[config.mk]
export PLATFORM = sky130hd
export DESIGN_NAME = prog_loader
export DESIGN_NICKNAME = d
export VERILOG_FILES = /design/src/rtl/prog_loader_pkg.sv /design/src/rtl/prog_word_asm.sv /design/src/rtl/prog_loader.sv
export SDC_FILE = /design/constraint.sdc
export NUM_CORES = 1
export LEC_CHECK = 0
export ABC_AREA = 1
export CAP_MARGIN = 20
export CORE_UTILIZATION = 40
export DETAILED_ROUTE_END_ITERATION = 16
export SKIP_LAST_GASP = 1
export SYNTH_ARGS = -nofsm -noshare
export SYNTH_HDL_FRONTEND = slang
export SYNTH_SLANG_ARGS = --single-unit
[constraint.sdc]
create_clock -name clk_i -period 3.9 [get_ports clk_i]
set_input_delay 0.78 -clock clk_i [delete_from_list [all_inputs] [get_ports clk_i]]
set_output_delay 0.78 -clock clk_i [all_outputs]
set_load 0.005 [all_outputs]
[src/rtl/prog_loader_pkg.sv]
// Shared types and constants for the boot-time program loader.
package prog_loader_pkg;

    typedef enum logic [2:0] {
        IDLE,
        LEN,
        DATA,
        WRITE,
        CHK,
        DONE,
        ERR
    } prog_state_e;

    localparam int unsigned HDR_BYTES  = 4;
    localparam int unsigned WORD_BYTES = 4;
    localparam logic [3:0]  MEM_BE_ALL = 4'hF;

endpackage

[src/rtl/prog_word_asm.sv]
// Little-endian byte-to-word assembler shared by the header, data and trailer phases.
module prog_word_asm
    import prog_loader_pkg::*;
(
    input  logic        clk_i,
    input  logic        rst_ni,
    input  logic        clear_i,
    input  logic        byte_valid_i,
    input  logic [7:0]  byte_i,
    output logic        word_valid_o,
    output logic [31:0] word_o
);

    localparam int unsigned CNT_W = $clog2(WORD_BYTES);

    logic [CNT_W-1:0] cnt_q;
    logic [CNT_W-1:0] cnt_base;
    logic [31:0]      shreg_q;

    // A byte arriving together with clear is treated as byte 0 of a fresh word.
    assign cnt_base     = clear_i ? '0 : cnt_q;
    assign word_valid_o = byte_valid_i && (cnt_base == CNT_W'(WORD_BYTES - 1));
    assign word_o       = {byte_i, shreg_q[31:8]};

    always_ff @(posedge clk_i or negedge rst_ni) begin
        if (!rst_ni) begin
            cnt_q   <= '0;
            shreg_q <= '0;
        end else if (byte_valid_i) begin
            cnt_q   <= cnt_base + 1'b1;
            shreg_q <= word_o;
        end else if (clear_i) begin
            cnt_q   <= '0;
        end
    end

endmodule

[src/rtl/prog_loader.sv]
// UART-fed instruction-memory loader; holds the core in reset while a frame is loaded.
// Optional PROG_CHECKSUM_EN adds a 32-bit sum trailer checked after the last word.
module prog_loader
    import prog_loader_pkg::*;
#(
    parameter int unsigned       ADDR_W      = 12,
    parameter logic [ADDR_W-1:0] BASE_ADDR   = '0,
    parameter int unsigned       TIMEOUT_CYC = 1_000_000
) (
    input  logic              clk_i,
    input  logic              rst_ni,
    input  logic              prog_en_i,
    input  logic              rx_valid_i,
    input  logic [7:0]        rx_data_i,
    output logic              rx_ready_o,
    output logic              mem_req_o,
    output logic              mem_we_o,
    output logic [ADDR_W-1:0] mem_addr_o,
    output logic [31:0]       mem_wdata_o,
    output logic [3:0]        mem_be_o,
    input  logic              mem_gnt_i,
    output logic              prog_rst_no,
    output logic              busy_o,
    output logic              done_o,
    output logic              err_o
);

    localparam int unsigned TMO_W     = $clog2(TIMEOUT_CYC + 1);
    localparam logic [32:0] MAX_WORDS = 33'd1 << ADDR_W;
`ifdef PROG_CHECKSUM_EN
    localparam prog_state_e LAST_STATE = CHK;
`else
    localparam prog_state_e LAST_STATE = DONE;
`endif

    prog_state_e      state_q;
    logic [ADDR_W:0]  len_q;
    logic [ADDR_W:0]  wcnt_q;
    logic [TMO_W-1:0] tmo_q;
    logic             accept, start, rx_phase, asm_clear, asm_vld, tmo_hit;
    logic             word_vld;
    logic [31:0]      word;
`ifdef PROG_CHECKSUM_EN
    logic [31:0]      sum_q;
`endif

    assign accept    = rx_valid_i && rx_ready_o;
    assign asm_clear = state_q inside {IDLE, DONE, ERR};
    assign rx_phase  = state_q inside {LEN, DATA, CHK};
    assign start     = accept && prog_en_i && asm_clear;
    assign asm_vld   = start || (accept && rx_phase);
    assign tmo_hit   = rx_phase && !accept && (tmo_q == TMO_W'(TIMEOUT_CYC - 1));
    assign mem_we_o  = mem_req_o;
    assign mem_be_o  = MEM_BE_ALL;

    prog_word_asm u_asm (
        .clk_i        (clk_i),
        .rst_ni       (rst_ni),
        .clear_i      (asm_clear),
        .byte_valid_i (asm_vld),
        .byte_i       (rx_data_i),
        .word_valid_o (word_vld),
        .word_o       (word)
    );

    always_ff @(posedge clk_i or negedge rst_ni) begin
        if (!rst_ni) begin
            state_q     <= IDLE;
            rx_ready_o  <= 1'b1;
            mem_req_o   <= 1'b0;
            mem_addr_o  <= BASE_ADDR;
            mem_wdata_o <= '0;
            prog_rst_no <= 1'b1;
            busy_o      <= 1'b0;
            done_o      <= 1'b0;
            err_o       <= 1'b0;
            len_q       <= '0;
            wcnt_q      <= '0;
            tmo_q       <= '0;
`ifdef PROG_CHECKSUM_EN
            sum_q       <= '0;
`endif
        end else begin
            // Idle-gap counter; frozen while a write waits for its grant.
            if (accept)        tmo_q <= '0;
            else if (rx_phase) tmo_q <= tmo_q + 1'b1;

            case (state_q)
                IDLE, DONE, ERR: begin
                    if (start) begin
                        state_q     <= LEN;
                        prog_rst_no <= 1'b0;
                        busy_o      <= 1'b1;
                        done_o      <= 1'b0;
                        err_o       <= 1'b0;
                        mem_addr_o  <= BASE_ADDR;
                        wcnt_q      <= '0;
`ifdef PROG_CHECKSUM_EN
                        sum_q       <= '0;
`endif
                    end else if (state_q == DONE || accept) begin
                        state_q     <= IDLE;
                        prog_rst_no <= 1'b1;
                    end
                end
                LEN: if (word_vld) begin
                    len_q <= word[ADDR_W:0];
                    if ({1'b0, word} > MAX_WORDS) begin
                        state_q <= ERR;
                        err_o   <= 1'b1;
                        busy_o  <= 1'b0;
                    end else if (word == '0) begin
                        state_q <= LAST_STATE;
                        if (LAST_STATE == DONE) begin
                            prog_rst_no <= 1'b1;
                            busy_o      <= 1'b0;
                            done_o      <= 1'b1;
                        end
                    end else begin
                        state_q <= DATA;
                    end
                end
                DATA: if (word_vld) begin
                    state_q     <= WRITE;
                    mem_req_o   <= 1'b1;
                    rx_ready_o  <= 1'b0;
                    mem_wdata_o <= word;
                end
                WRITE: if (mem_gnt_i) begin
                    mem_req_o  <= 1'b0;
                    rx_ready_o <= 1'b1;
                    mem_addr_o <= mem_addr_o + 1'b1;
                    wcnt_q     <= wcnt_q + 1'b1;
`ifdef PROG_CHECKSUM_EN
                    sum_q      <= sum_q + mem_wdata_o;
`endif
                    if (wcnt_q + 1'b1 == len_q) begin
                        state_q <= LAST_STATE;
                        if (LAST_STATE == DONE) begin
                            prog_rst_no <= 1'b1;
                            busy_o      <= 1'b0;
                            done_o      <= 1'b1;
                        end
                    end else begin
                        state_q <= DATA;
                    end
                end
`ifdef PROG_CHECKSUM_EN
                CHK: if (word_vld) begin
                    busy_o <= 1'b0;
                    if (word == sum_q) begin
                        state_q     <= DONE;
                        prog_rst_no <= 1'b1;
                        done_o      <= 1'b1;
                    end else begin
                        state_q <= ERR;
                        err_o   <= 1'b1;
                    end
                end
`endif
                default: state_q <= IDLE;
            endcase

            // Mutually exclusive with word_vld, which always comes with an accepted byte.
            if (tmo_hit) begin
                state_q <= ERR;
                err_o   <= 1'b1;
                busy_o  <= 1'b0;
            end
        end
    end

endmodule

==> results.md <==
- Worst-skew pair later-pin latency: 420 ps
- Via count: approximately 5.2k
- Placed Area: 6900 um2
- GRT Residual Overflow: 0
- Primary FF master, synth: dfrtp_1
- Dpl ws: roughly 740 ps
- R2R cell count: 10
- Die Area: 15800 um2
- Failing checks: DRC
- HPWL after detailed placement: ~10000 um
- Post-Syn Instances: 775
- Routed wl met3: 621 um
- CP Max Fanout: 16
- Clock Pin Slew Worst Setup and Hold Paths: around 60 ps
- Post-synth ARST share: 100%
- Yosys reg bits: about 130
- Metal2 WL: 6820 um
- Initial antenna violation count: 0
- Int Pwr: 2860 uW
- Yosys warnings: 0
- Routed vias/inst: 5.03
- Core Box Area: 14700 um2
- Worst path required time: between 4000 and 5000 ps
- Critical path startpoint category: primary input
- Synth-to-layout area growth: 22.9%
- Avg Inst Size Synth: between 7 and 8 um2
- Comb power frac: 26.0%
- WL met1: 6990 um
- First-pass GRT wire length: 24900 um
- Residual DRC: 3
- Tmin final: 2740 ps
- Leak: approximately 0.0034 uW
- Largest family of logic cells by synthesized area: simple AND/OR/NAND/NOR gates
- Design Area, Final: 7500 um2
- Io pins: 68
- CTS root buf: clkbuf_16
- Chip Height: between 100 and 150 um
- Post-synthesis mux area share: 0%
- Worst setup EP type: flop
- Final wirelength: 14600 um
- DR WL/cell: 14.1 um
- Final setup fails: 0
- Critical path class: primary input to flop
- Max VDD drop: 0.368 mV
- Synth Area in Adders: 0.820%
- Fin Hold WS: 423 ps
- Setup_tns: 0 ps
- Worst hold path type: primary input to async pin
- Synth area leader: dfrtp_1
- H-tree level count: 4
- Starting Density: 41.5%
- Tightest Pin Transition: 816 ps
- Max Clk Rate: 0.364 GHz
- Post-synthesis sequential area ratio: between 50% and 60%
- PwrDens: 582 nW/um2
- Highest metal used: met4
- Count leader, synth: nand2_1
- Hold buffers post-CTS: 0
- Cell area after synthesis: 6100 um2
- Cts bufs inserted: 17
- Die W: 126 um
- Post-CTS resize count: 0
- Slew Viols, Final: 0
- Final worst slack: 1160 ps
- Number of port buffers: 63
- Postcts setup bufs: 0
- Iteration-0 DRC count of the detailed router: 342
- Compound-gate portion of the synthesized area: 10.8%
- Synth Area in Simple Gates: 27.6%
- Yosys cell types: 38
- XOR/XNOR Fraction of Synth Area: 0.861%
- DRT Pass-1 Iters: 11
- Share of the synthesized area in the top cell type: approximately half
- Slew HR: 45.5%
- Antenna diodes: 0
- Total net switching power: 1510 uW
- WP data arrival: approximately 3000 ps
- DRT antenna net count: 0
- Global Route Usage Sum: 20.0%
- Ranking of synthesized cells by area: dfrtp_1 50%, nand2_1 13%, o21ai_0 7.1%
- Std cell rows: 44
- Largest net degree at the start of global routing: 73
- Status: complete, but fails checks
- Pwr Total: 4370 uW
- Clk buf depth: 2
- RSZ-0062 raised after global routing: no
- TritonCTS clock tree: yes
- Net Sw Frac: 34.5%
- Clock share of power: 36.4%
- Share of cells above drive strength 1: under 10%
- Sequential power share: 37.5%
- Tcrit/Tclk final: 70.4%
- Max Cap Viol: 0
- Final RePlAce weighted congestion: 0.885
- Post-synth EDFFs: 0
- Commonest cells post-synth: 210 x nand2_1, 123 x dfrtp_1, 105 x inv_1, 87 x o21ai_0, 63 x nor2_1
- Vias in the first global route: 5206
- Final hold vios: 0
- Clk_skew: 7.66 ps
- Filler cell count in the final layout: between 1k and 1.5k
- CTS sink count: between 100 and 150
- Nets: 860
==> per-stage QoR <==
stage          utilization (%)  instances
3_5_place_dp              46.9       1008
4_1_cts                   51.0       1040
6_report                  51.0       1040
3_3_place_gp              46.9       1008
2_1_floorplan                -        778
5_1_grt                   51.0       1040
==> layout make-up <==
type	count	area, um2	share of cell area, %
clock inverters	13	154	2.05
repair buffers	67	671	8.95
multi-input cells	524	2460	32.9
clock buffers	19	443	5.91
well taps	184	230	3.07
flip-flops and latches	125	3130	41.8
inverters	108	405	5.41
==> kinds of logic (layout without fill, tap and decap cells) <==
group / after synthesis / after routing
xor gates and xnor gates: 6 / 6
adders and majority gates: 4 / 4
DFF: 125 / 125
and+or+nand+nor: 384 / 384
AOI/OAI and AO/OA: 126 / 126
other: 1 / 4
buffers and inverters: 129 / 207
==> worst paths after layout <==
kind / start / to / slack [ps]
max: rx_valid_i / mem_addr_o[5] / 1160
min: rst_ni / wcnt_q[6] / 420
max reg2reg: state_q[1] / mem_req_o / 1370
min reg2reg: prog_rst_no / prog_rst_no / 460
max in group asynchronous: rst_ni / rx_ready_o / 2610
min in group clk_i: prog_rst_no / prog_rst_no / 460
==> flip-flops by register name, indices dropped and copies added, names as in the netlist, 2 cells and up <==
signal,cells
mem_wdata_o,32
state_q,3
len_q,13
tmo_q,20
u_asm.shreg_q,24
wcnt_q,13
mem_addr_o,12
u_asm.cnt_q,2
==> cell usage in the layout (no fill, tap or decap), types with 6 or more instances in the layout <==
cell type	count
clkdlybuf4s50_1	62
a21oi_1	25
dfrtp_1	123
nand2_1	210
inv_6	6
nor2_1	63
clkbuf_16	17
nor4_1	6
nor3_1	20
inv_1	105
nand3_1	53
nand4_1	16
o21ai_0	87
==> critical path, stage by stage <==
cell	delay, ps
clkdlybuf4s50_1	450
nand2_1	120
inv_1	250
nand3_4	180
nand2_1	180
nand3b_2	280
inv_2	350
nand3_1	170
o21ai_0	180
nand2_1	60
nor2_1	90
==> power groups by stage <==
stage	Clock, uW	Combinational [uW]	Sequential [uW]
5_1_grt	1690	1310	1670
3_5_place_dp	0	1130	1660
3_3_place_gp	0	1120	1660
4_1_cts	1630	1140	1640
2_1_floorplan	0	772	1630
6_report	1590	1140	1640
==> layer usage <==
| metal | GRT usage (%) | up-vias |
|---|---|---|
| li1 | - | 2634 |
| met1 | 26.4 | 2458 |
| met2 | 31.4 | 120 |
| met3 | 5.86 | 20 |
| met4 | 6.81 | 0 |
| met5 | 0 | - |
(Power assumes the default switching activity.)
